`config.mk`:
```
export PLATFORM = sky130hd
export DESIGN_NAME = dmem_access_ctrl
export DESIGN_NICKNAME = d
export VERILOG_FILES = /design/src/rtl/dmem_access_ctrl.sv
export SDC_FILE = /design/constraint.sdc
export NUM_CORES = 1
export LEC_CHECK = 0
export ABC_AREA = 1
export BUFFER_PORTS_ARGS = -buffer_cell sky130_fd_sc_hd__buf_4
export CORE_MARGIN = 2
export CORE_UTILIZATION = 47
export DETAILED_ROUTE_END_ITERATION = 16
export GPL_TIMING_DRIVEN = 1
export PLACE_DENSITY = 0.77
export RECOVER_POWER = 25
export REMOVE_ABC_BUFFERS = 1
export SYNTH_ARGS = -nofsm -noshare
export SYNTH_HDL_FRONTEND = slang
export SYNTH_SLANG_ARGS = --single-unit
export TNS_END_PERCENT = 5
```
`constraint.sdc`:
```
create_clock -name clk_i -period 2.15 [get_ports clk_i]
set_clock_uncertainty 0.2 [all_clocks]
set_input_delay 0.43 -clock clk_i [delete_from_list [all_inputs] [get_ports clk_i]]
set_output_delay 0.43 -clock clk_i [all_outputs]
set_load 0.03 [all_outputs]
```
`src/rtl/dmem_access_ctrl.sv`:
```
// Load/store sequencer between the MEM stage and a word-wide single-port synchronous data memory.
// Handles lane extraction and extension for loads, and read-modify-write for sub-word stores.
module dmem_access_ctrl #(
  parameter int ADDR_W = 8
) (
  input  logic              clk_i,
  input  logic              reset_i,
  input  logic              req_valid_i,
  output logic              req_ready_o,
  input  logic              req_write_i,
  input  logic [2:0]        req_funct3_i,
  input  logic [31:0]       req_addr_i,
  input  logic [31:0]       req_wdata_i,
  output logic              rsp_valid_o,
  output logic [31:0]       rsp_rdata_o,
  output logic              rsp_err_o,
  output logic [ADDR_W-1:0] mem_addr_o,
  output logic              mem_re_o,
  output logic              mem_we_o,
  output logic [31:0]       mem_wdata_o,
  input  logic [31:0]       mem_rdata_i
);

  typedef enum logic [1:0] {IDLE, LOAD, RMW_RD, RMW_WR} state_t;

  state_t            state, state_nxt;
  logic [2:0]        f3_q;
  logic [1:0]        off_q;
  logic [ADDR_W-1:0] waddr_q;
  logic [15:0]       wdata_q;
  logic [31:0]       merge_q;
  logic              rsp_valid_q, rsp_err_q;
  logic [31:0]       rsp_rdata_q;

  logic              accept, req_err, size_half, size_word, go;
  logic              re, we;
  logic [31:0]       merged, loaded;
  logic [7:0]        lane_b;
  logic [15:0]       lane_h;

  // Request decode; funct3[1:0] gives the access size for both loads and stores.
  assign accept    = req_valid_i && (state == IDLE);
  assign size_half = (req_funct3_i[1:0] == 2'b01);
  assign size_word = (req_funct3_i[1:0] == 2'b10);
  assign req_err   = (req_funct3_i == 3'b011) || (req_funct3_i == 3'b110) ||
                     (req_funct3_i == 3'b111) ||
                     (size_half && req_addr_i[0]) ||
                     (size_word && (req_addr_i[1:0] != 2'b00)) ||
                     (|req_addr_i[31:ADDR_W+2]);
  assign go        = accept && !req_err;

  // NOTE: every signal written in an always_comb gets a default first so no latch is inferred.
  always_comb begin
    state_nxt   = state;
    mem_addr_o  = waddr_q;
    mem_wdata_o = merge_q;
    re          = 1'b0;
    we          = 1'b0;
    case (state)
      IDLE: begin
        mem_addr_o  = req_addr_i[ADDR_W+1:2];
        mem_wdata_o = req_wdata_i;
        if (go) begin
          if (req_write_i && size_word) begin
            we = 1'b1;
          end else begin
            re        = 1'b1;
            state_nxt = req_write_i ? RMW_RD : LOAD;
          end
        end
      end
      LOAD:    state_nxt = IDLE;
      RMW_RD:  state_nxt = RMW_WR;
      RMW_WR: begin
        we        = 1'b1;
        state_nxt = IDLE;
      end
      default: state_nxt = IDLE;
    endcase
  end

  // Strobes are gated so nothing reaches the memory while reset is held.
  assign mem_re_o    = re && reset_i;
  assign mem_we_o    = we && reset_i;
  assign req_ready_o = (state == IDLE);

  always_comb begin
    merged = mem_rdata_i;
    if (f3_q[1:0] == 2'b00) begin
      merged[{off_q, 3'b000} +: 8] = wdata_q[7:0];
    end else if (off_q[1]) begin
      merged[31:16] = wdata_q;
    end else begin
      merged[15:0] = wdata_q;
    end
  end

  assign lane_b = mem_rdata_i[{off_q, 3'b000} +: 8];
  assign lane_h = off_q[1] ? mem_rdata_i[31:16] : mem_rdata_i[15:0];

  always_comb begin
    case (f3_q)
      3'b000:  loaded = {{24{lane_b[7]}}, lane_b};
      3'b100:  loaded = {24'h0, lane_b};
      3'b001:  loaded = {{16{lane_h[15]}}, lane_h};
      3'b101:  loaded = {16'h0, lane_h};
      default: loaded = mem_rdata_i;
    endcase
  end

  // NOTE: sequential state uses non-blocking assignments so every register samples pre-edge values.
  always_ff @(posedge clk_i or negedge reset_i) begin
    if (!reset_i) begin
      state       <= IDLE;
      f3_q        <= '0;
      off_q       <= '0;
      waddr_q     <= '0;
      wdata_q     <= '0;
      merge_q     <= '0;
      rsp_valid_q <= 1'b0;
      rsp_err_q   <= 1'b0;
      rsp_rdata_q <= '0;
    end else begin
      state       <= state_nxt;
      rsp_valid_q <= 1'b0;
      rsp_err_q   <= 1'b0;
      rsp_rdata_q <= '0;
      case (state)
        IDLE: begin
          if (accept) begin
            f3_q    <= req_funct3_i;
            off_q   <= req_addr_i[1:0];
            waddr_q <= req_addr_i[ADDR_W+1:2];
            wdata_q <= req_wdata_i[15:0];
            if (req_err) begin
              rsp_valid_q <= 1'b1;
              rsp_err_q   <= 1'b1;
            end else if (req_write_i && size_word) begin
              rsp_valid_q <= 1'b1;
            end
          end
        end
        LOAD: begin
          rsp_valid_q <= 1'b1;
          rsp_rdata_q <= loaded;
        end
        RMW_RD:  merge_q <= merged;
        RMW_WR:  rsp_valid_q <= 1'b1;
        default: ;
      endcase
    end
  end

  assign rsp_valid_o = rsp_valid_q;
  assign rsp_err_o   = rsp_err_q;
  assign rsp_rdata_o = rsp_rdata_q;

endmodule

```
* After elaboration in Yosys (flattened, before gate mapping) *
Index checks and enable logic that the tools add are counted.
W data, S select, Z words.

word-level totals
  logic and storage cells = 72
  register bits after elaboration = 97

operators by class
  eq/ne operators = 13
  mux-type cells = 25
  add/subtract/negate cells = 1
  reductions and logical operators = 21
  shift operators = 3

operators with widths
  kind                      number
  $pmux W32 S4              1
  $mux W32                  3
  $mux W16                  3
  $bwmux W32                1
  $shift A8 B7 Y32 const A  1
  $shiftx A32 B6 Y8         1
  $shiftx A8 B7 Y32         1
  $reduce_or A22 Y1         1
  $eq A3 B3 Y1 const B      4
  $mux W1                   10
  $mux W8                   1
  $logic_and A1 B1 Y1       7
  $neg A5 Y7                1
  $eq A2 B2 Y1 const B      3
  $mux W2                   3
  $pmux W2 S3               1
  $logic_or A1 B1 Y1        5
  $eq A2 B1 Y1 const B      2
  $logic_not A2 Y1          2
  $pmux W1 S2               2
  $reduce_and A2 Y1         2
  $eq A3 B1 Y1 const B      1
  $eq A3 B2 Y1 const B      1
  $logic_not A3 Y1          1
  other kinds (5)           5

* Logic depth before layout (Yosys ltp) *
Gate-level depths: netlist (run 1).

  depth in word-level cells = 11
  mapped depth = 10
  mapped depth without buffers = 9

* Worst setup path before layout (run 1) *
No wires, ideal clock.

  kind = flip-flop to output port
  start = reg state[0]
  end = out mem_addr_o[1]
  buffers on the path = 2
  stages on the path, launching flop included = 7
  slack = -0.519 ns
  data arrival time = 2.039 ns
  cell sequence = dfrtp_1 -> inv_1 -> ha_1 -> clkbuf_1 -> clkbuf_1 -> nor2_1 -> a21oi_1

on the way
  word-level cells in the longest chain between the ends = 2

ends and longest elaborated chain
  element                 RTL line  text
  from (decl)             26        state_t state, state_nxt;
  from (signal assigned)  124       state <= state_nxt;
  $logic_not A2 Y1        --
  named net req_ready_o   9         output logic req_ready_o,
  $mux W8                 59        case (state)
  to (decl)               17        output logic [ADDR_W-1:0] mem_addr_o,

The timed path passes the listed nets, and every way through them passes these cells.

* Final worst setup path (run 1) *
  start = reg state[0]
  end = out mem_addr_o[1]

on the way
  word-level cells in the longest chain between the ends = 2

ends and longest elaborated chain
  element           RTL line
  $logic_not A2 Y1  59
  $mux W8           59

Every way passes these cells.

==> results of run 1 <==
## cells by family (layout without fill, tap and decap cells)
| kind of cell | count (synthesis) | count (layout) |
|---|---|---|
| compound gates | 239 | 239 |
| fa+ha+maj | 10 | 10 |
| buf+inv | 160 | 349 |
| flops | 97 | 97 |
| simple gates | 276 | 276 |
## where the power goes
group	internal (mW)	total, mW	switching (mW)
clock network	1.03	1.74	0.710
registers	1.94	2.02	0.0826
logic	0.696	1.80	1.11
## stage by stage
step / hold slack (ns) / setup slack [ns] / instances
after floorplan: -0.0656 / -2.98 / 735
after global placement: 0.0375 / 0.0256 / 1090
after detailed placement: 0.0349 / 0.0206 / 1090
after CTS: 0.0361 / -0.0645 / 1112
after global routing: 0.116 / -0.155 / 1118
final: 0.0839 / -0.119 / 1118
## synthesized netlist by cell type (10+ instances only)
cell      count  area [um2]
dfrtp_1      97        2430
inv_1       108         405
ha_1         10         125
nor3_1       19        95.1
o221ai_1     30         263
o211ai_1     18         135
nor2_1       55         206
a21oi_1      40         200
nand2_1     167         627
o21ai_0     130         651
nand3_1      26         130
clkbuf_1     33         124
## worst min-delay path, cell delays in order
cell and delay, ns:
buf_4 0.08, nand2_1 0.05, nand2_1 0.05
## cells in the final DEF (no fill, tap or decap), types with 2 or more instances in the layout
cell type    n
inv_1      105
nand2_2      2
clkbuf_16   13
clkbuf_2     2
nor2_2       5
nand2_1    166
buf_4      191
a211oi_1     4
dfrtp_1     97
clkbuf_8     4
o211ai_1    18
nor2_1      52
buf_12       6
a21oi_2     12
o21ai_1     15
o21ai_2      8
nor3_1      19
a21oi_1     35
nand2_4      2
o221ai_1    30
buf_6       15
inv_2        6
nand3_2      2
ha_1         8
nand3_1     25
o31ai_1      8
o21ai_0    106
## flip-flops by register name, summed over array words and instances (netlist names)
register	flops
merge_q	32
rsp_rdata_o	32
wdata_q	16
waddr_q	8
f3_q	3
off_q	2
state	2
rsp_err_o	1
rsp_valid_o	1
## worst max path at each step
stage	startpoint	end	slack, ns	depth (start not counted)
after global placement	req_addr_i[21]	mem_we_o	0.03	9
after CTS	state[1]	mem_wdata_o[23]	-0.06	6
final	state[0]	mem_addr_o[1]	-0.12	7
after detailed placement	req_funct3_i[1]	mem_we_o	0.02	9
after floorplan	state[0]	mem_we_o	-2.98	6
after global routing	state[0]	mem_addr_o[1]	-0.16	7
## what timing repair did
item,CTS,global route
cloned,1,5
buffers inserted,4,2
hold buffers,1,0
hold endpoints to repair,1,0
pin swaps,1,6
gates resized for setup,24,43
endpoints found under the setup margin,43,42
## area by class of cell
class | count | area share
multi-input cells | 525 | 0.347
flip-flops and latches | 97 | 0.304
repair buffers | 220 | 0.231
inverters | 113 | 0.0534
clock buffers | 13 | 0.0351
well taps | 147 | 0.0230
clock inverters | 3 | 0.00580
## metal layers
metal	up-vias	global-route usage
met2	276	0.438
met4	0	0.0984
li1	2963	-
met5	-	0
met3	44	0.0476
met1	2912	0.382
==> impl_metrics.env, run 1 <==
export IMPL_holdCritStartpoint="req_wdata_i[8]"
export IMPL_hp_class="primary input to register"
export IMPL_synth_seq_cells=97
export IMPL_seq_area_um2=2430
export IMPL_dieArea_um2=13100
export IMPL_synth_edf_count=0
export IMPL_layout_drive_gt1_share=0.286
export IMPL_finalCritPeriodShare=1.06
export IMPL_netlist_area_um2=5730
export IMPL_timing_rr_end="merge_q[0]"
export IMPL_vias=6195
export IMPL_cpMaxStageDelayCell="dfrtp_1"
export IMPL_fmax_mhz=441
export IMPL_placed_area_um2=7310
export IMPL_drc=0
export IMPL_fill_cells=1034
export IMPL_path_delay_family="buffers and inverters"
export IMPL_fin_ws_ns=-0.119
export IMPL_routed_wl_um=18700
export IMPL_pin_count=180
export IMPL_slew_viol_final=0
export IMPL_post_synth_num_cell_types=29
export IMPL_htree_levels=3
export IMPL_r2r_slack_ns=0.14
export IMPL_synth_area_per_cell_um2=7.33
export IMPL_met1_length_um=7970
export IMPL_grt_overflow=0
export IMPL_synth_top_family_by_area="compound AO/OA/AOI/OAI gates"
export IMPL_setup_viol=42
export IMPL_p_leak_nw=4.13
export IMPL_die_width_um=114
export IMPL_cp_max_fo=6
export IMPL_min_path_cells=3
export IMPL_track_usage=0.276
export IMPL_synthSimpleGateAreaFrac=0.197
export IMPL_start_util=0.479
export IMPL_die_h_um=114
export IMPL_syn_instance_count=782
export IMPL_met3WireLength_um=1340
export IMPL_timing_rr_start="off_q[0]"
export IMPL_cts_buffer_depth=2
export IMPL_topRoutingLayerUsed="met4"
export IMPL_core_area_um2=12000
export IMPL_criticalPathCategory="register to output pin"
export IMPL_multi_input_area_um2=2770
export IMPL_cts_tree="yes"
export IMPL_clkTransAtPathRegs_ns=0.07
export IMPL_ir_drop_uv=399
export IMPL_max_stage_delay_ns=0.39
export IMPL_clock_latency_ns=0.35
export IMPL_grt_max_degree=52
export IMPL_drtPass1Iterations=6
export IMPL_final_nets=1079
export IMPL_grt_pass1_wl_um=28700
export IMPL_whs_endpoint="wdata_q[8]"
export IMPL_drv_cap=0
export IMPL_cts_buffers=9
export IMPL_utilization=0.668
export IMPL_crit_arrival_ns=1.64
export IMPL_r2r_cells=7
export IMPL_gp_congestion=0.906
export IMPL_critPathBufInv=4
export IMPL_cp_start_kind="register"
export IMPL_n_antenna_cell=0
export IMPL_outcome="complete, but fails checks"
export IMPL_crit_path_end_kind="output pin"
export IMPL_fin_crit_ns=2.27
export IMPL_drtIter0Drc=485
export IMPL_viasPerCell=5.54
export IMPL_synthArstFlopShare=1.00
export IMPL_fin_area_um2=7990
export IMPL_dp_hpwl_um=12700
export IMPL_finalSetupTns_ns=-3.32
export IMPL_clockRootBuffer="clkbuf_16"
export IMPL_post_drt_wl_per_cell_um=16.7
export IMPL_failed_checks="setup timing"
export IMPL_hold_violations=0
export IMPL_synth_top_flop_cell="dfrtp_1"
export IMPL_p_per_area_nw_per_um2=697
export IMPL_area_delta_synth_final_pct=39.4
export IMPL_synth_compound_area_frac=0.247
export IMPL_synthMuxAreaShare=0
export IMPL_synthAdderAreaFrac=0.0218
export IMPL_worstPathRequired_ns=1.52
export IMPL_met2_length_um=8930
export IMPL_placementRows=40
export IMPL_rsz0062_at_grt="yes"
export IMPL_antenna_found_initial=0
export IMPL_synth_seq_area_share=0.424
export IMPL_synth_xor_area_share=0
export IMPL_portBuffers=179
export IMPL_cts_sinks=97
export IMPL_power_total_mw=5.57
export IMPL_antenna_left=0
export IMPL_relSlewSlack=0.153
export IMPL_grt_pass1_vias=5774
export IMPL_crit_chain="inv_2 -> ha_4 -> buf_12 -> clkbuf_16 -> nor2_1 -> a21oi_1 -> buf_4"
export IMPL_worstMarginPinSlew_ns=1.27
export IMPL_ys_warn_count=0
No activity file was read; power rests on OpenSTA's default activity.
==> inputs of run 2 (changes only) <==
GPL_TIMING_DRIVEN = 0   (was 1)
PLACE_DENSITY = 0.81   (was 0.77)
==> run 2 against run 1 <==
Effect of this change: the run ends with hold timing, setup timing left; clock power down 13%; worst hold slack lost 0.26 ns; final area fell by 1.2%; fmax down 3.0%; largest power group unchanged; highest routed layer unchanged; wire length rose by 2.5%.
==> impl_metrics.env, run 2 (synthesis results as in run 1) <==
export IMPL_outcome="complete, but fails checks"
export IMPL_failed_checks="hold timing, setup timing"
export IMPL_finalCritPeriodShare=1.09
export IMPL_final_cells=1107
export IMPL_setup_viol=57
export IMPL_die_width_um=114
export IMPL_drtPass1Iterations=6
export IMPL_timing_rr_end="merge_q[6]"
export IMPL_p_per_area_nw_per_um2=675
export IMPL_dp_slack_ns=-2.25
export IMPL_viasPerCell=5.66
export IMPL_routed_wl_um=19200
export IMPL_layout_common_cells="buf_4, nand2_1, o21ai_0, inv_1, dfrtp_1"
export IMPL_cts_buffers=9
export IMPL_hp_class="primary input to asynchronous set/reset pin"
export IMPL_multi_input_area_um2=2860
export IMPL_met3WireLength_um=1660
export IMPL_placed_area_um2=7100
export IMPL_dp_hpwl_um=11800
export IMPL_met2_length_um=9130
export IMPL_grt_overflow=0
export IMPL_criticalPathCategory="register to output pin"
export IMPL_slew_viol_final=0
export IMPL_drc=0
export IMPL_antenna_found_initial=0
export IMPL_cp_start_kind="register"
export IMPL_vias=6266
export IMPL_n_antenna_cell=0
export IMPL_post_drt_wl_per_cell_um=17.3
export IMPL_power_total_mw=5.33
export IMPL_clock_latency_ns=0.35
export IMPL_seq_area_um2=2440
export IMPL_crit_path_end_kind="output pin"
export IMPL_core_area_um2=12000
export IMPL_relSlewSlack=0.523
export IMPL_htree_levels=3
export IMPL_worstPathRequired_ns=1.52
export IMPL_drv_cap=0
export IMPL_die_h_um=114
export IMPL_clockRootBuffer="clkbuf_16"
export IMPL_antenna_left=0
export IMPL_portBuffers=179
export IMPL_fin_ws_ns=-0.189
export IMPL_grt_max_degree=99
export IMPL_worstMarginPinSlew_ns=0.714
export IMPL_p_leak_nw=4.03
export IMPL_grt_pass1_wl_um=30400
export IMPL_area_delta_synth_final_pct=37.7
export IMPL_fin_crit_ns=2.34
export IMPL_post_place_cells=1063
export IMPL_fmax_mhz=427
export IMPL_pin_count=180
export IMPL_gp_congestion=0.875
export IMPL_cp_max_fo=4
export IMPL_ir_drop_uv=326
export IMPL_cts_buffer_depth=2
export IMPL_final_nets=1068
export IMPL_r2r_slack_ns=-0.09
export IMPL_topRoutingLayerUsed="met4"
export IMPL_crit_arrival_ns=1.71
export IMPL_grt_pass1_vias=5845
export IMPL_hold_slack_ns=-0.175
export IMPL_cts_tree="yes"
export IMPL_fin_area_um2=7890
export IMPL_layout_drive_gt1_share=0.281
export IMPL_dieArea_um2=13100
export IMPL_clkTransAtPathRegs_ns=0.07
export IMPL_r2r_cells=8
export IMPL_rsz0062_at_grt="yes"
export IMPL_timing_rr_start="off_q[1]"
export IMPL_hold_violations=97
export IMPL_final_common_cell="buf_4"
export IMPL_drtIter0Drc=685
export IMPL_cts_sinks=97
export IMPL_start_util=0.479
export IMPL_fill_cells=1028
export IMPL_placementRows=40
export IMPL_met1_length_um=7800
export IMPL_track_usage=0.299
-- run 2: cell types whose count changed in the layout (fill, tap and decap cells not counted), moves of 4 or more --
cell	delta
ha_1	-5
o21ai_0	+12
buf_6	-11
a21oi_1	+4
clkinvlp_4	+4
clkbuf_16	-4
o21ai_2	-8
-- run 2: cell type report --
type / count / area share
sequential: 97 / 0.309
tap: 147 / 0.0233
inverter: 113 / 0.0571
timing repair buffer: 204 / 0.213
clock buffer: 11 / 0.0308
timing repair inverter: 1 / 0.000952
clock inverter: 5 / 0.00397
multi-input combinational: 529 / 0.362
-- run 2: critical path, stage by stage, from the launching register on --
cell,delay (ns)
dfrtp_1,0.40
inv_2,0.09
ha_4,0.19
buf_12,0.12
nand2_8,0.05
clkinvlp_4,0.10
nand3_2,0.09
a21oi_2,0.17
buf_6,0.15
-- run 2: timing repair --
action | in CTS | in global routing
endpoints found under the setup margin | 140 | 106
gates resized for setup | 55 | 14
pin swaps | 4 | 4
setup buffers | 14 | 7
gates cloned | 7 | 0
endpoints found under the hold margin | 97 | 97
-- run 2: worst max path at each step --
stage          startpoint             to  slack, ns  cells past startpoint
3_3_place_gp     state[0]       mem_re_o      -4.18                      7
6_report         state[0]       mem_we_o      -0.19                      8
3_5_place_dp     state[1]       mem_re_o      -2.25                      8
2_1_floorplan    state[0]       mem_we_o      -2.98                      6
5_1_grt          state[0]  mem_addr_o[7]      -0.25                      7
4_1_cts          state[1]       mem_we_o      -0.18                      8
-- run 2: metrics by stage --
| step | hold slack [ns] | TNS (ns) | utilization |
|---|---|---|---|
| floorplan | -0.0656 | -158.43 | - |
| global placement | 0.268 | -267.57 | 0.589 |
| detailed placement | 0.268 | -111.77 | 0.594 |
| CTS | -0.141 | -5.61 | 0.650 |
| global route | -0.123 | -11.59 | 0.660 |
| finish | -0.175 | -6.05 | 0.660 |
-- run 2: per-layer routing --
| layer | vias to the layer above | GRT usage |
|---|---|---|
| met3 | 50 | 0.0662 |
| met5 | - | 0 |
| met1 | 2916 | 0.399 |
| met4 | 0 | 0.110 |
| met2 | 347 | 0.479 |
| li1 | 2953 | - |
-- run 2: power breakdown --
part	internal, mW	total (mW)	leakage, nW	switching, mW
combinational	0.661	1.74	2.76	1.08
sequential	1.94	2.08	1.13	0.139
clock	0.812	1.51	0.135	0.696
==> inputs of run 3 (changes only) <==
SETUP_SLACK_MARGIN = 0.3   (was unset)
==> run 3 against run 2 <==
Effect of this change: the run still ends with hold timing, setup timing left; cell count down 0.36%; sequential share of layout area is 0.94 points lower; worst hold slack improved by 0.0021 ns; critical path depth did not move; register-to-register slack got worse by 0.03 ns; first-iteration DRC count is 12% lower; highest routed layer unchanged; fmax is 1.8% lower; critical path type unchanged; combinational power up 6%; sequential power about the same; clock power barely moved; die area stayed put.
==> impl_metrics.env, run 3 (synthesis results as in run 1) <==
export IMPL_outcome="complete, but fails checks"
export IMPL_failed_checks="hold timing, setup timing"
export IMPL_drtPass1Iterations=5
export IMPL_dp_hpwl_um=11800
export IMPL_antenna_left=0
export IMPL_cpMaxStageDelayCell="dfrtp_1"
export IMPL_final_common_cell="buf_4"
export IMPL_fill_cells=991
export IMPL_worstMarginPinSlew_ns=0.845
export IMPL_clock_latency_ns=0.35
export IMPL_gp_congestion=0.875
export IMPL_cp_start_kind="register"
export IMPL_cp_depth=8
export IMPL_crit_chain="inv_2 -> ha_4 -> buf_12 -> nand2_8 -> clkinvlp_4 -> nand3_2 -> a21oi_2 -> buf_6"
export IMPL_drv_cap=0
export IMPL_r2r_slack_ns=-0.12
export IMPL_drtIter0Drc=600
export IMPL_rsz0062_at_grt="yes"
export IMPL_die_h_um=114
export IMPL_post_drt_wl_per_cell_um=17.8
export IMPL_clockRootBuffer="clkbuf_16"
export IMPL_viasPerCell=5.68
export IMPL_setup_viol=61
export IMPL_criticalPathCategory="register to output pin"
export IMPL_fmax_mhz=420
export IMPL_critPathBufInv=4
export IMPL_clkTransAtPathRegs_ns=0.07
export IMPL_slew_viol_final=0
export IMPL_path_delay_family="buffers and inverters"
export IMPL_pin_count=180
export IMPL_htree_levels=3
export IMPL_dieArea_um2=13100
export IMPL_max_stage_delay_ns=0.40
export IMPL_core_area_um2=12000
export IMPL_grt_pass1_wl_um=31200
export IMPL_area_delta_synth_final_pct=42.1
export IMPL_relSlewSlack=0.435
export IMPL_start_util=0.479
export IMPL_crit_path_end_kind="output pin"
export IMPL_worstPathRequired_ns=1.52
export IMPL_p_per_area_nw_per_um2=671
export IMPL_post_place_cells=1063
export IMPL_antenna_found_initial=0
export IMPL_hp_class="primary input to asynchronous set/reset pin"
export IMPL_fin_crit_ns=2.38
export IMPL_cts_buffer_depth=2
export IMPL_fin_ws_ns=-0.233
export IMPL_die_width_um=114
export IMPL_dp_slack_ns=-2.25
export IMPL_n_antenna_cell=0
export IMPL_placementRows=40
export IMPL_r2r_cells=6
export IMPL_ir_drop_uv=326
export IMPL_layout_drive_gt1_share=0.312
export IMPL_crit_arrival_ns=1.75
export IMPL_seq_area_um2=2440
export IMPL_routed_wl_um=19700
export IMPL_cts_sinks=97
export IMPL_portBuffers=179
export IMPL_final_cells=1103
export IMPL_finalCritPeriodShare=1.11
export IMPL_grt_pass1_vias=6050
export IMPL_p_leak_nw=4.04
export IMPL_finalSetupTns_ns=-7.50
export IMPL_layout_common_cells="buf_4, nand2_1, o21ai_0, inv_1, dfrtp_1"
export IMPL_multi_input_area_um2=3110
export IMPL_vias=6267
export IMPL_grt_max_degree=99
export IMPL_grt_overflow=0
export IMPL_hold_slack_ns=-0.173
export IMPL_cp_max_fo=4
export IMPL_drc=0
export IMPL_hold_violations=97
export IMPL_cts_buffers=9
export IMPL_track_usage=0.306
export IMPL_final_nets=1064
export IMPL_cts_tree="yes"
run 3: through the flow:
step / total power, mW / util / area, um2 / hold slack, ns
after floorplan: 2.96 / - / 5520 / -0.0656
after global placement: 3.54 / 0.589 / 7050 / 0.268
after detailed placement: 3.58 / 0.594 / 7100 / 0.268
after CTS: 5.40 / 0.675 / 8070 / -0.141
after global routing: 5.71 / 0.681 / 8140 / -0.123
final: 5.47 / 0.681 / 8140 / -0.173
run 3: area by class of cell:
cell class,count,area share
clock buffer,11,0.0298
clock inverter,5,0.00384
inverter,113,0.0570
multi-input combinational,529,0.382
sequential,97,0.299
tap,147,0.0226
timing repair buffer,200,0.205
timing repair inverter,1,0.000922
run 3: worst paths after layout:
check	end	from
setup / recovery	mem_we_o	state[0]
hold / removal	rsp_rdata_o[28]	reset_i
setup reg to reg	rsp_rdata_o[0]	f3_q[1]
hold reg to reg	merge_q[0]	merge_q[0]
max in group asynchronous	off_q[1]	reset_i
min in group clk_i	wdata_q[8]	req_wdata_i[8]
run 3: layer usage:
metal	part of all wire	vias up	track usage
met5	0	-	0
met4	0.037	0	0.134
met3	0.093	65	0.0720
met2	0.47	369	0.486
met1	0.40	2887	0.401
li1	-	2946	-
run 3: worst register-to-register path, stage by stage, from the launching register on:
cell,delay (ns)
dfrtp_4,0.71
clkinvlp_4,0.48
nand2_4,0.24
inv_1,0.16
nor2_1,0.12
o21ai_0,0.10
nor2_1,0.18
run 3: power by group:
group	leakage (nW)	internal, mW	total, mW	switching (mW)
logic	2.77	0.699	1.85	1.15
clock network	0.135	0.813	1.52	0.703
registers	1.13	1.94	2.10	0.155
run 3: timing repair:
action / in CTS / in global routing
pin swaps: 64 / 52
resized for setup: 124 / 16
hold endpoints to repair: 97 / 97
buffers inserted: 14 / 3
setup endpoints to repair: 140 / 118
gates cloned: 7 / 0
